[src/rtl/uart_pkg.sv]
// uart_pkg: shared constants, FSM state encoding and baud divisor helper for the uart
package uart_pkg;

    // Ticks per bit period
    localparam int OVERSAMPLE = 16;

    // Shared by the RX and TX framing FSMs
    typedef enum logic [1:0] {IDLE, START, DATA, STOP} state_t;

    // Clocks per oversample tick, truncated
    function automatic int baud_div(input int clk_freq, input int baud);
        return clk_freq / (baud * OVERSAMPLE);
    endfunction

endpackage

[src/rtl/uart_if.sv]
// uart_if: bundle between the debug controller / serial pins and the uart
//   master (debugger + line side): drives rx, tx_data, wr_en, rd_en
//   slave  (uart): drives tx, tx_full, rx_data, rx_empty, rx_frame_err, rx_ovf
interface uart_if;
    logic       rx;
    logic       tx;
    logic [7:0] tx_data;
    logic       wr_en;
    logic       rd_en;
    logic       tx_full;
    logic [7:0] rx_data;
    logic       rx_empty;
    logic       rx_frame_err;
    logic       rx_ovf;

    modport master (
        output rx, tx_data, wr_en, rd_en,
        input  tx, tx_full, rx_data, rx_empty, rx_frame_err, rx_ovf
    );

    modport slave (
        input  rx, tx_data, wr_en, rd_en,
        output tx, tx_full, rx_data, rx_empty, rx_frame_err, rx_ovf
    );
endinterface

[src/rtl/uart_fifo.sv]
// uart_fifo: 8-bit first-word fall-through FIFO, depth 2**FIFO_ADDR_BITS
//   clk, rst_n   : clock, async active-low reset
//   din, wr_en   : push (ignored when full)
//   rd_en        : pop (ignored when empty)
//   dout         : registered head of queue
//   full, empty  : decoded from the extra pointer MSB
module uart_fifo #(
    parameter int FIFO_ADDR_BITS = 3
) (
    input  logic       clk,
    input  logic       rst_n,
    input  logic [7:0] din,
    input  logic       wr_en,
    input  logic       rd_en,
    output logic [7:0] dout,
    output logic       full,
    output logic       empty
);
    localparam int AW = FIFO_ADDR_BITS;
    localparam int PW = FIFO_ADDR_BITS + 1;

    logic [7:0]    mem [1 << AW];
    logic [PW-1:0] wr_ptr, rd_ptr, rd_next;
    logic          do_wr, do_rd;

    assign empty   = wr_ptr == rd_ptr;
    assign full    = (wr_ptr[AW] != rd_ptr[AW]) && (wr_ptr[AW-1:0] == rd_ptr[AW-1:0]);
    assign do_wr   = wr_en && !full;
    assign do_rd   = rd_en && !empty;
    assign rd_next = rd_ptr + PW'(do_rd);

    always_ff @(posedge clk)
        if (do_wr) mem[wr_ptr[AW-1:0]] <= din;

    // The head register bypasses din when the write lands in the slot that becomes the head
    always_ff @(posedge clk or negedge rst_n)
        if (!rst_n) begin
            wr_ptr <= '0;
            rd_ptr <= '0;
            dout   <= '0;
        end else begin
            wr_ptr <= wr_ptr + PW'(do_wr);
            rd_ptr <= rd_next;
            if (do_wr && rd_next[AW-1:0] == wr_ptr[AW-1:0]) dout <= din;
            else if (rd_next != wr_ptr) dout <= mem[rd_next[AW-1:0]];
        end
endmodule

[src/rtl/uart.sv]
// uart: 8N1 serial front end with 16x oversampling and 8-deep FIFOs per direction
//   clk, rst_n : system clock, async active-low reset
//   bus.slave  : rx/tx serial pins, TX push (tx_data, wr_en, tx_full),
//                RX pop (rd_en, rx_data, rx_empty), rx_frame_err / rx_ovf pulses
module uart
    import uart_pkg::*;
#(
    parameter int SYS_CLK_FREQ   = 50_000_000,
    parameter int BAUD_RATE      = 38400,
    parameter int FIFO_ADDR_BITS = 3
) (
    input logic   clk,
    input logic   rst_n,
    uart_if.slave bus
);
    localparam int         BAUD_DIV = baud_div(SYS_CLK_FREQ, BAUD_RATE);
    localparam int         CW       = $clog2(BAUD_DIV + 1);
    localparam logic [3:0] LAST     = 4'(OVERSAMPLE - 1);
    localparam logic [3:0] MID      = 4'(OVERSAMPLE / 2 - 1);

    logic [CW-1:0] baud_cnt;
    logic          tick;
    logic [1:0]    rx_meta;
    logic          rx_s;

    assign tick = baud_cnt == CW'(BAUD_DIV - 1);
    assign rx_s = rx_meta[1];

    always_ff @(posedge clk or negedge rst_n)
        if (!rst_n) begin
            baud_cnt <= '0;
            rx_meta  <= 2'b11;
        end else begin
            baud_cnt <= tick ? '0 : baud_cnt + 1'b1;
            rx_meta  <= {rx_meta[0], bus.rx};
        end

    state_t     rx_state, rx_state_n;
    logic [3:0] rx_cnt, rx_cnt_n;
    logic [2:0] rx_bit, rx_bit_n;
    logic [7:0] rx_shreg, rx_shreg_n;
    logic       rx_armed, rx_armed_n, rx_push, rx_full, ferr_n, ovf_n;

    // rx_armed requires the line to be seen high in IDLE before a start edge is accepted,
    // so a line stuck low (after reset or a framing error) cannot start new frames
    always_comb begin
        rx_state_n = rx_state;
        rx_cnt_n   = rx_cnt;
        rx_bit_n   = rx_bit;
        rx_shreg_n = rx_shreg;
        rx_armed_n = rx_armed;
        rx_push    = 1'b0;
        ferr_n     = 1'b0;
        ovf_n      = 1'b0;
        if (tick) begin
            rx_cnt_n = rx_cnt + 1'b1;
            case (rx_state)
                IDLE: begin
                    rx_cnt_n = '0;
                    if (rx_s) rx_armed_n = 1'b1;
                    else if (rx_armed) begin
                        rx_state_n = START;
                        rx_armed_n = 1'b0;
                    end
                end
                START: if (rx_cnt == MID) begin
                    rx_state_n = rx_s ? IDLE : DATA;
                    rx_cnt_n   = '0;
                    rx_bit_n   = '0;
                end
                DATA: if (rx_cnt == LAST) begin
                    rx_shreg_n = {rx_s, rx_shreg[7:1]};
                    rx_bit_n   = rx_bit + 1'b1;
                    if (rx_bit == 3'd7) rx_state_n = STOP;
                end
                STOP: if (rx_cnt == LAST) begin
                    rx_state_n = IDLE;
                    rx_push    = rx_s && !rx_full;
                    ovf_n      = rx_s && rx_full;
                    ferr_n     = !rx_s;
                end
                default: ;
            endcase
        end
    end

    always_ff @(posedge clk or negedge rst_n)
        if (!rst_n) begin
            rx_state         <= IDLE;
            rx_cnt           <= '0;
            rx_bit           <= '0;
            rx_shreg         <= '0;
            rx_armed         <= 1'b0;
            bus.rx_frame_err <= 1'b0;
            bus.rx_ovf       <= 1'b0;
        end else begin
            rx_state         <= rx_state_n;
            rx_cnt           <= rx_cnt_n;
            rx_bit           <= rx_bit_n;
            rx_shreg         <= rx_shreg_n;
            rx_armed         <= rx_armed_n;
            bus.rx_frame_err <= ferr_n;
            bus.rx_ovf       <= ovf_n;
        end

    uart_fifo #(.FIFO_ADDR_BITS(FIFO_ADDR_BITS)) u_rx_fifo (
        .clk(clk), .rst_n(rst_n), .din(rx_shreg), .wr_en(rx_push), .rd_en(bus.rd_en),
        .dout(bus.rx_data), .full(rx_full), .empty(bus.rx_empty)
    );

    state_t     tx_state, tx_state_n;
    logic [3:0] tx_cnt, tx_cnt_n;
    logic [2:0] tx_bit, tx_bit_n;
    logic [7:0] tx_shreg, tx_shreg_n, tx_head;
    logic       tx_pop, tx_empty, tx_d;

    // A byte waiting at the end of a stop bit is loaded on that same tick, so frames abut
    always_comb begin
        tx_state_n = tx_state;
        tx_cnt_n   = tx_cnt;
        tx_bit_n   = tx_bit;
        tx_shreg_n = tx_shreg;
        tx_pop     = 1'b0;
        if (tick) begin
            tx_cnt_n = tx_cnt + 1'b1;
            case (tx_state)
                IDLE: begin
                    tx_cnt_n = '0;
                    tx_pop   = !tx_empty;
                end
                START: if (tx_cnt == LAST) begin
                    tx_state_n = DATA;
                    tx_bit_n   = '0;
                end
                DATA: if (tx_cnt == LAST) begin
                    tx_shreg_n = tx_shreg >> 1;
                    tx_bit_n   = tx_bit + 1'b1;
                    if (tx_bit == 3'd7) tx_state_n = STOP;
                end
                STOP: if (tx_cnt == LAST) begin
                    tx_state_n = IDLE;
                    tx_pop     = !tx_empty;
                end
                default: ;
            endcase
            if (tx_pop) begin
                tx_state_n = START;
                tx_shreg_n = tx_head;
            end
        end
    end

    assign tx_d = (tx_state_n == START) ? 1'b0 : (tx_state_n == DATA) ? tx_shreg_n[0] : 1'b1;

    always_ff @(posedge clk or negedge rst_n)
        if (!rst_n) begin
            tx_state <= IDLE;
            tx_cnt   <= '0;
            tx_bit   <= '0;
            tx_shreg <= '0;
            bus.tx   <= 1'b1;
        end else begin
            tx_state <= tx_state_n;
            tx_cnt   <= tx_cnt_n;
            tx_bit   <= tx_bit_n;
            tx_shreg <= tx_shreg_n;
            bus.tx   <= tx_d;
        end

    uart_fifo #(.FIFO_ADDR_BITS(FIFO_ADDR_BITS)) u_tx_fifo (
        .clk(clk), .rst_n(rst_n), .din(bus.tx_data), .wr_en(bus.wr_en), .rd_en(tx_pop),
        .dout(tx_head), .full(bus.tx_full), .empty(tx_empty)
    );
endmodule

[src/flat_wrapper.sv]
// flat-port wrapper written by rule: the top's interface ports become plain ports
module uart_flat import uart_pkg::*;
#(
    parameter int SYS_CLK_FREQ   = 50_000_000,
    parameter int BAUD_RATE      = 38400,
    parameter int FIFO_ADDR_BITS = 3
)
  (clk, rst_n, bus_rx, bus_tx_data, bus_wr_en, bus_rd_en, bus_tx, bus_tx_full, bus_rx_data, bus_rx_empty, bus_rx_frame_err, bus_rx_ovf);
  uart_if bus_i ();
  input logic clk;
  input logic rst_n;
  input wire logic [$bits(bus_i.rx)-1:0] bus_rx;
  input wire logic [$bits(bus_i.tx_data)-1:0] bus_tx_data;
  input wire logic [$bits(bus_i.wr_en)-1:0] bus_wr_en;
  input wire logic [$bits(bus_i.rd_en)-1:0] bus_rd_en;
  output wire logic [$bits(bus_i.tx)-1:0] bus_tx;
  output wire logic [$bits(bus_i.tx_full)-1:0] bus_tx_full;
  output wire logic [$bits(bus_i.rx_data)-1:0] bus_rx_data;
  output wire logic [$bits(bus_i.rx_empty)-1:0] bus_rx_empty;
  output wire logic [$bits(bus_i.rx_frame_err)-1:0] bus_rx_frame_err;
  output wire logic [$bits(bus_i.rx_ovf)-1:0] bus_rx_ovf;
  assign bus_i.rx = bus_rx;
  assign bus_i.tx_data = bus_tx_data;
  assign bus_i.wr_en = bus_wr_en;
  assign bus_i.rd_en = bus_rd_en;
  assign bus_tx = bus_i.tx;
  assign bus_tx_full = bus_i.tx_full;
  assign bus_rx_data = bus_i.rx_data;
  assign bus_rx_empty = bus_i.rx_empty;
  assign bus_rx_frame_err = bus_i.rx_frame_err;
  assign bus_rx_ovf = bus_i.rx_ovf;
  uart #(.SYS_CLK_FREQ(SYS_CLK_FREQ), .BAUD_RATE(BAUD_RATE), .FIFO_ADDR_BITS(FIFO_ADDR_BITS)) u_core (.clk(clk), .rst_n(rst_n), .bus(bus_i));
endmodule
[config.mk]
export PLATFORM = sky130hd
export DESIGN_NAME = uart_flat
export DESIGN_NICKNAME = d
export VERILOG_FILES = /design/src/rtl/uart_pkg.sv /design/src/rtl/uart_if.sv /design/src/rtl/uart_fifo.sv /design/src/rtl/uart.sv /design/src/flat_wrapper.sv
export SDC_FILE = /design/constraint.sdc
export NUM_CORES = 1
export LEC_CHECK = 0
export BUFFER_PORTS_ARGS = -buffer_cell sky130_fd_sc_hd__buf_2
export CAP_MARGIN = 20
export CORE_ASPECT_RATIO = 1.25
export CORE_MARGIN = 2
export CORE_UTILIZATION = 62
export DETAILED_ROUTE_END_ITERATION = 8
export PLACE_DENSITY = 0.79
export SLEW_MARGIN = 25
export SYNTH_ARGS = -nofsm -noshare
export SYNTH_HDL_FRONTEND = slang
export SYNTH_SLANG_ARGS = --single-unit
[constraint.sdc]
create_clock -name clk -period 4.1 [get_ports clk]
set_input_delay 0.205 -clock clk [delete_from_list [all_inputs] [get_ports clk]]
set_output_delay 0.205 -clock clk [all_outputs]
set_load 0.1 [all_outputs]
* Word-level counts from Yosys, hierarchy flattened *
Memories as Yosys holds them, arrays and structs flattened. A register that Yosys moved wholly into a read port is not among the register bits.
Cells that the tools add are included.

word-level totals
  memories kept = 2
  bits in latches = 0
  bits in registers = 63
  word-level logic and storage cells = 142
  output and inout bits = 13
  bits in writable memories = 128
  memory bits (read-only) = 0
  input port bits = 13

memories
  memory                depth  bits a word  read ports  clocked after Yosys merged registers in  write ports  line             source
  u_core.u_rx_fifo.mem  8      8            1           1                                        1            uart_fifo.sv:22  logic [7:0] mem [1 << AW];
  u_core.u_tx_fifo.mem  8      8            1           1                                        1            uart_fifo.sv:22

operators by class
  mux-type cells = 49
  multiply operators = 0
  add/sub/neg operators = 9
  equality and inequality tests = 32
  reduce and logical (&&, ||, !) cells = 31
  divide/modulo/power cells = 0
  order comparisons = 0
  bitwise operators = 0
  shift operators = 0

operators by type and width
  operator                                                         count
  2-bit 2-to-1 mux                                                 13
  8-bit 2-to-1 mux                                                 3
  1-bit 2-to-1 mux                                                 20
  4-bit by 1-bit adder with 4-bit output                           4
  2-bit by 1-bit != test with 1-bit output, second input constant  7
  3-bit == test                                                    4
  3-bit 2-to-1 mux                                                 4
  3-bit one-hot mux with 2 select lines                            2
  2-bit nonzero test                                               6
  2-bit == test, second input constant                             5
  1-bit logical AND                                                10
  4-bit by 1-bit adder with 4-bit output, second input constant    2
  4-bit == test                                                    2
  4-bit == test, second input constant                             2
  4-bit 2-to-1 mux                                                 2
  4-bit != test                                                    2
  2-bit one-hot mux with 4 select lines                            1
  4-bit one-hot mux with 2 select lines                            1
  4-bit AND reduction                                              2
  7-bit by 1-bit adder with 7-bit output, second input constant    1
  7-bit == test, second input constant                             1
  1-bit zero test                                                  7
  7-bit 2-to-1 mux                                                 1
  7-bit AND reduction                                              1
  11 further kinds                                                 18

* Depth between registers and ports, before layout *
Gate-level depths: netlist (run 1).

  depth in word-level cells = 11
  mapped depth = 15
  depth with buffers taken out = 14

* Hierarchy *
From an unflattened synthesis (run 1), not the netlist that was laid out.

unflattened totals
  cells, all modules = 571
  area, all modules = 8818.5 µm²

by module, submodules not included
  module                         area each (µm²)  instances  cells an instance  sequential area each (µm²)
  uart_fifo at u_core.u_rx_fifo  3283.1           1          179                2322.2
  uart_fifo at u_core.u_tx_fifo  3229.3           1          178                2322.2
  uart                           2306.0           1          214                1179.9

* Worst setup path after synthesis (run 1) *
No wires, ideal clock.

  path type = reg-to-reg
  start = register u_core.u_rx_fifo.wr_ptr[2]
  end = register u_core.u_rx_fifo.dout[0], read port of u_core.u_rx_fifo.mem
  clock period less this slack = 6048 ps
  data required time = 3960 ps
  stages on the path, launching flop included = 13
  buffers on the path = 3
  library setup time = 140 ps
  slack = -1948 ps
  arrival time = 5908 ps
  cell sequence = dfrtp_1 -> clkbuf_1 -> xor2_1 -> nor4_1 -> nor2b_1 -> ha_1 -> ha_1 -> clkbuf_1 -> clkbuf_1 -> mux4_2 -> mux2_2 -> mux2i_1 -> mux2i_1

RTL lines
  item                                      line                source
  from (decl)                               uart_fifo.sv:23     logic [PW-1:0] wr_ptr, rd_ptr, rd_next;
  from (signal assigned)                    uart_fifo.sv:42     wr_ptr <= wr_ptr + PW'(do_wr);
  4-bit == test *                           uart_fifo.sv:26     assign empty = wr_ptr == rd_ptr;
  via bus_rx_empty                          flat_wrapper.sv:19  output wire logic [$bits(bus_i.rx_empty)-1:0] bus_rx_empty;
  1-bit zero test *                         uart_fifo.sv:29     assign do_rd = rd_en && !empty;
  1-bit logical AND *                       uart_fifo.sv:29
  4-bit by 1-bit adder with 4-bit output *  uart_fifo.sv:30     assign rd_next = rd_ptr + PW'(do_rd);
  via u_core.u_rx_fifo.rd_next[1]           uart_fifo.sv:23
  3-bit == test                             uart_fifo.sv:44     if (do_wr && rd_next[AW-1:0] == wr_ptr[AW-1:0]) dout <= din;
  1-bit logical AND                         uart_fifo.sv:44
  2-bit nonzero test (no line)              n/a
  to (decl)                                 uart_fifo.sv:15     output logic [7:0] dout,

Mark *: on every way through the listed nets, which the timed path passes. The rest lies on a longest branch.
A chain may end at the register's enable or synchronous reset.

* Final worst setup path (run 1) *
  start = register u_core.tx_state[0]
  end = register u_core.u_tx_fifo.dout[4], read port of u_core.u_tx_fifo.mem

between the ends
  cells in the longest elaborated chain, start to end = 9

ends and longest elaborated chain
  item                                                     line             source
  from (decl)                                              uart.sv:111      state_t tx_state, tx_state_n;
  from (signal assigned)                                   uart.sv:163      tx_state <= tx_state_n;
  2-bit == test / 2-bit zero test (equally long branches)  uart.sv:126      case (tx_state)
  1-bit one-hot mux with 2 select lines *                  uart.sv:126
  1-bit 2-to-1 mux * (2 in series)                         uart.sv:124      if (tick) begin
  1-bit logical AND *                                      uart_fifo.sv:29
  4-bit by 1-bit adder with 4-bit output *                 uart_fifo.sv:30
  via u_core.u_tx_fifo.rd_next[2]                          uart_fifo.sv:23
  3-bit == test                                            uart_fifo.sv:44
  1-bit logical AND                                        uart_fifo.sv:44
  2-bit nonzero test (no line)                             n/a
  to (decl)                                                uart_fifo.sv:15

Mark *: on every way through the listed nets, which the timed path passes. The rest lies on a longest branch. The select of a mux whose other input is x is not followed.

==> summary.md, run 1 <==
| Metric | Value |
|---|---|
| Outcome | finished clean |
| Most common cell after layout, fill and taps aside | edfxtp_1 |
| Wire per inst | 19.7 um |
| Hold path startpoint | bus_tx_data[0] |
| Vias after detailed routing | 4818 |
| #FFs+latches synth | 207 |
| Setup CP Type | reg -> reg |
| Syn_area_per_cell | 15.7 sq um |
| Setup Viol. Count Final | 0 |
| Maximum VDD drop | 0.484 mV |
| Gr usage total | 21.6% |
| CP endpoint kind | flop |
| Die X | 111 um |
| Static Leak | 0.00374 uW |
| Worst slew margin | 31.9% |
| Post-DR vias/cell | 5.96 |
| DR DRC count | 0 |
| Antenna violations before repair | 0 |
| Worst R2R End | u_core.u_tx_fifo.dout[4] |
| FF-to-FF Start | u_core.tx_state[0] |
| Core ar. | 14200 sq um |
| Total global routing overflow | 0 |
| Top-area cell type share of the netlist area | 43.0% |
| Min-Delay Path Class | in -> reg |
| Dominant synthesized flop cell | edfxtp_1 |
| Fin util | 70.6% |
| RSZ-0062 raised after global routing | no |
| Register area share after synthesis | 65.1% |
| Crit path DAT | 4.00 ns |
| Clock H-tree levels | 1 |
| Setup bufs post-CTS | 0 |
| RePlAce Congestion | 0.877 |
| Worst slew pin tran | 1.02 ns |
| Pins over their slew limit | 0 |
| R2R setup slack | 0.46 ns |
| Worst-Skew Late Latency | 0.50 ns |
| Post-route setup TNS | 0 ns |
| Cell area after synthesis | 8940 sq um |
| Critical path origin | u_core.tx_state[0] |
| Clock buffer depth | 3 |
| Starting Density | 62.9% |
| CTS clock-pin slew for the worst setup and hold paths | 0.06 ns |
| Routed WL | 16000 um |
| Total iterations of the first detailed-routing run | 5 |
| Row count | 49 |
| Largest area contributor in the netlist | edfxtp_1 |
| Area grow syn2layout | 12.3% |
| CTS Buf Count | 20 |
| Synth unique cells | 49 |
| YS warnings | 0 |
| EDFF count, synth | 128 |
| Minimum clock period | 3.64 ns |
| Port Buffer Count | 25 |
| ANT nets after route | 0 |
| Vias in the first global route | 5105 |
| Area contributors post-synth | edfxtp_1 (43%), dfrtp_1 (21%), mux4_2 (8.1%) |
| Die Y-Extent | 138 um |
| WP data required | 4.46 ns |
| Setup Skew | 0.0258 ns |
| Worst Setup EP | u_core.u_tx_fifo.dout[4] |
| Filler Cells Inserted | 909 |
| CTS root buffer | clkbuf_16 |
| Fin crit share | 88.7% |
| Hold buffers post-CTS | 5 |
| # Max-Cap Violations | 0 |
| Critical Path Fanout Max | 9 |
| Gate Count Post-Synth | 570 |
| Antenna cell count | 0 |
| Power Density | 520 nW/um^2 |
| Syn nets | 608 |
| Pin count of the biggest net entering global routing | 80 |
| Critical Path Start Type | flop |
| Clk sinks | 207 |
| IO Pins | 26 |
| # resized after CTS | 0 |
| Depth of the most critical reg-to-reg path | 14 |
| Fmax | 275 MHz |
| Post-DP HPWL | 10600 um |
| Layout cells sized above 1 | 24.7% |
| Die area | 15400 sq um |
| Post-synth ARST share | 38.2% |
| DR iter-0 viols | 228 |
| Final net count | 655 |
| First-pass GRT wire length | 26400 um |
| Final hold violation count | 0 |
| Most frequent cells in the layout | edfxtp_1 (128), dfrtp_1 (76), nand2_1 (38) |
| CTS tree | yes |
[power breakdown]
part | total, uW | internal, uW | leakage, uW | switching [uW]
Clock | 1800 | 1050 | 0.000315 | 750
Sequential | 2490 | 2380 | 0.00202 | 110
Combinational | 935 | 410 | 0.00140 | 525
[layout make-up]
cell class              instances  area (sq um)  share of cell area (%)
clock buffers                  24           526                    5.23
clock inverters                12           123                    1.22
multi-input cells             326          2980                    29.7
flip-flops and latches        207          5820                    58.0
inverters                      14          52.6                   0.523
well taps                     178           223                    2.22
repair buffers                 48           317                    3.15
[stage by stage]
| step | power (uW) | cell area (sq um) | setup slack (ns) | std cells | hold WS (ns) |
|---|---|---|---|---|---|
| global placement | 3430 | 9340 | 0.726 | 768 | 0.310 |
| CTS | 5270 | 10000 | 0.519 | 809 | 0.00268 |
| floorplan | 3230 | 8960 | 0.0506 | 570 | -0.0906 |
| global route | 5430 | 10000 | 0.320 | 809 | 0.0221 |
| finish | 5220 | 10000 | 0.462 | 809 | 0.00974 |
| detailed placement | 3470 | 9340 | 0.507 | 768 | 0.312 |
[critical path, stage by stage (launching register included)]
cell and delay, ns:
dfrtp_1 0.42, inv_1 0.16, ha_1 0.26, a41oi_1 0.07
nor2_1 0.17, nand2_1 0.09, nor2_1 0.20, ha_1 0.22
ha_1 0.25, xor2_4 0.18, xor2_1 0.08, or3_4 0.40
nor2_2 0.38, mux2_2 0.39, mux2_4 0.25
[sequential cells by signal, indices dropped and copies added (netlist names), 7 cells and up, named ones only]
signal and count:
u_core.u_tx_fifo.dout 8, u_core.tx_shreg 8, u_core.rx_shreg 8, u_core.u_tx_fifo.mem 64, u_core.baud_cnt 7, u_core.u_rx_fifo.dout 8, u_core.u_rx_fifo.mem 64
[metal layers]
layer  part of all wire [%]  GRT usage, %  up-vias
met2                     55          39.8      108
met5                      0             0        -
met1                     39          26.9     2442
met3                    3.3          2.54       30
met4                    2.2          6.69        0
li1                       -             -     2238
[cells in the mapped netlist (2+ instances only)]
library cell and number:
a21o_1 2, xor2_1 11, mux2_4 7, a21oi_1 12, edfxtp_1 128, buf_6 2, ha_1 25, nand2_1 38
buf_2 4, o211ai_1 2, a41oi_1 2, dfrtp_1 76, o22ai_1 7, nand2b_1 7, mux2_2 34, mux4_2 32
nor2_1 27, a22o_1 2, nor3_1 10, nor4_1 2, nor4b_1 2, inv_1 14, nor2b_1 2, mux2i_1 25
buf_1 3, o21ai_0 19, nor2_2 2, xnor2_1 16, dfstp_2 3, and3_1 2, nand4_1 5, clkbuf_1 13
nand3_1 16, nor3b_1 3
[kinds of logic (layout without fill, tap and decap cells)]
family / after synthesis / after routing / synth area share [%]
DFF: 207 / 207 / 65.1
and+or+nand+nor: 121 / 121 / 6.57
muxes: 98 / 98 / 16.3
AOI/OAI and AO/OA: 53 / 53 / 3.55
buffers and inverters: 37 / 98 / 1.82
xor gates and xnor gates: 29 / 29 / 3.13
adders and majority gates: 25 / 25 / 3.50
[worst min-delay path by stage]
| stage | to | slack, ns | cells past startpoint |
|---|---|---|---|
| after global placement | u_core.rx_meta[0] | 0.31 | 1 |
| final | u_core.u_tx_fifo.mem[2][0] | 0.01 | 1 |
| after floorplan | async pin | -0.09 | 0 |
| after global routing | u_core.u_tx_fifo.mem[0][0] | 0.02 | 1 |
| after CTS | u_core.u_tx_fifo.mem[2][0] | 0.003 | 1 |
| after detailed placement | u_core.rx_meta[0] | 0.31 | 1 |
Note: power is estimated with default switching activity, not from simulation.
==> run 2: changes to the inputs <==
Settings changed: CORE_UTILIZATION 62 to 40, PLACE_DENSITY 0.79 to 0.54.
Clock period 4.1 ns to 4.35 ns, I/O delays scaled along.
==> run 2 against run 1 <==
  * Sequential share of layout area decreased by 1.4 points
  * Count of clock-buffer cells in the layout up 1
  * Critical endpoint is now u_core.u_tx_fifo.dout[5]
  * First-iteration DRC count is 23% higher
  * Largest cell class unchanged
  * Largest power group unchanged
==> summary.md, run 2 (synthesis gave the netlist of run 1 again) <==
| Metric | Value |
|---|---|
| Maximum VDD drop | 0.402 mV |
| WP data required | 4.75 ns |
| Power Density | 494 nW/um^2 |
| Final net count | 660 |
| Post-route setup TNS | 0 ns |
| Area grow syn2layout | 15.0% |
| Starting Density | 40.4% |
| Crit path DAT | 4.27 ns |
| CTS Buf Count | 22 |
| Critical path origin | u_core.tx_state[0] |
| CTS tree | yes |
| Total global routing overflow | 0 |
| Min-Delay Path Class | in -> reg |
| Critical Path Start Type | flop |
| Clock H-tree levels | 1 |
| Outcome | finished clean |
| DR iter-0 viols | 280 |
| Fin crit share | 89.0% |
| Top Metal Used | met4 |
| Static Leak | 0.00380 uW |
| Die area | 23600 sq um |
| Setup CP Type | reg -> reg |
| Worst R2R End | u_core.u_tx_fifo.dout[5] |
| Fin util | 46.5% |
| CTS root buffer | clkbuf_16 |
| Antenna violations before repair | 0 |
| Most frequent cells in the layout | edfxtp_1 (128), dfrtp_1 (76), nand2_1 (38) |
| Most common cell after layout, fill and taps aside | edfxtp_1 |
| Core ar. | 22100 sq um |
| R2R setup slack | 0.48 ns |
| Vias after detailed routing | 4789 |
| CP endpoint kind | flop |
| Die X | 138 um |
| Final hold violation count | 0 |
| IO Pins | 26 |
| Vias in the first global route | 5204 |
| ANT nets after route | 0 |
| Fmax | 258 MHz |
| Setup Skew | 0.0200 ns |
| Setup Viol. Count Final | 0 |
| Row count | 61 |
| Wire per inst | 17.9 um |
| Total iterations of the first detailed-routing run | 4 |
| Pins over their slew limit | 0 |
| Layout cells sized above 1 | 25.5% |
| Hold buffers post-CTS | 8 |
| # Max-Cap Violations | 0 |
| Port Buffer Count | 25 |
| DR DRC count | 0 |
| Critical Path Fanout Max | 13 |
| Clock buffer depth | 3 |
| Depth of the most critical reg-to-reg path | 14 |
| Worst Setup EP | u_core.u_tx_fifo.dout[5] |
| # resized after CTS | 0 |
| Die Y-Extent | 171 um |
| Worst slew pin tran | 0.988 ns |
| Post-DP HPWL | 11100 um |
| Setup bufs post-CTS | 0 |
| Met3 wire len | 640 um |
| Routed wl met2 | 8810 um |
| RePlAce Congestion | 0.747 |
| Wl on met1 | 6730 um |
| Post-DR vias/cell | 5.20 |
| Worst slew margin | 33.9% |
| First-pass GRT wire length | 27400 um |
| RSZ-0062 raised after global routing | no |
| FF-to-FF Start | u_core.tx_state[0] |
| Gr usage total | 14.9% |
| Worst-Skew Late Latency | 0.52 ns |
| Antenna cell count | 0 |
| CTS clock-pin slew for the worst setup and hold paths | 0.06 ns |
| Clk sinks | 207 |
| Routed WL | 16500 um |
| Pin count of the biggest net entering global routing | 80 |
| Filler Cells Inserted | 1925 |
| Minimum clock period | 3.87 ns |
==> run 2: cell count changes in the layout (fill, tap and decap cells not counted), sizes merged <==
cell and change:
clkbuf +1, clkinv +3, dlygate4sd3 +3
==> run 2: final cells by class <==
class	instances	area, sq um	area share, %
inverter	14	52.6	0.511
multi-input combinational	326	2970	28.9
clock inverter	15	154	1.50
timing repair buffer	51	347	3.37
tap	283	354	3.44
clock buffer	25	582	5.66
sequential	207	5820	56.6
==> run 2: worst min path at each step <==
stage | start | to | slack, ns | cells past startpoint
finish | bus_tx_data[7] | u_core.u_tx_fifo.mem[5][7] | 0.03 | 1
CTS | bus_tx_data[7] | u_core.u_tx_fifo.mem[5][7] | 0.002 | 1
global route | bus_tx_data[7] | u_core.u_tx_fifo.mem[2][7] | 0.02 | 1
floorplan | rst_n | async pin | -0.08 | 0
detailed placement | bus_rx | u_core.rx_meta[0] | 0.33 | 1
global placement | bus_rx | u_core.rx_meta[0] | 0.32 | 1
==> run 2: routing by layer <==
layer	vias up	global-route usage (%)
li1	2253	-
met1	2429	17.6
met2	82	28.1
met3	25	2.59
met4	0	3.73
met5	-	0
==> run 2: critical path, cell delays in order, from the launching register on <==
cell     delay (ns)
dfrtp_1        0.41
inv_1          0.12
ha_1           0.26
a41oi_1        0.18
nor2_1         0.08
nand2_1        0.32
nor2_1         0.14
ha_1           0.23
ha_1           0.24
xor2_4         0.17
xor2_1         0.15
or3_4          0.40
nor2_2         0.41
mux2_2         0.40
mux2_4         0.26
==> run 2: power by group <==
group / switching, uW / internal, uW
sequential: 101 / 2240
clock: 769 / 1090
combinational: 491 / 386
total: 1360 / 3720
==> run 2: stage by stage <==
step / hold slack (ns) / area (sq um) / total power (uW) / std cells / setup WS, ns
2_1_floorplan: -0.0781 / 8960 / 3050 / 570 / 0.229
4_1_cts: 0.00239 / 10300 / 5180 / 921 / 0.475
5_1_grt: 0.0218 / 10300 / 5330 / 921 / 0.153
3_5_place_dp: 0.326 / 9470 / 3280 / 873 / 0.482
3_3_place_gp: 0.322 / 9470 / 3270 / 873 / 0.614
6_report: 0.0288 / 10300 / 5080 / 921 / 0.479
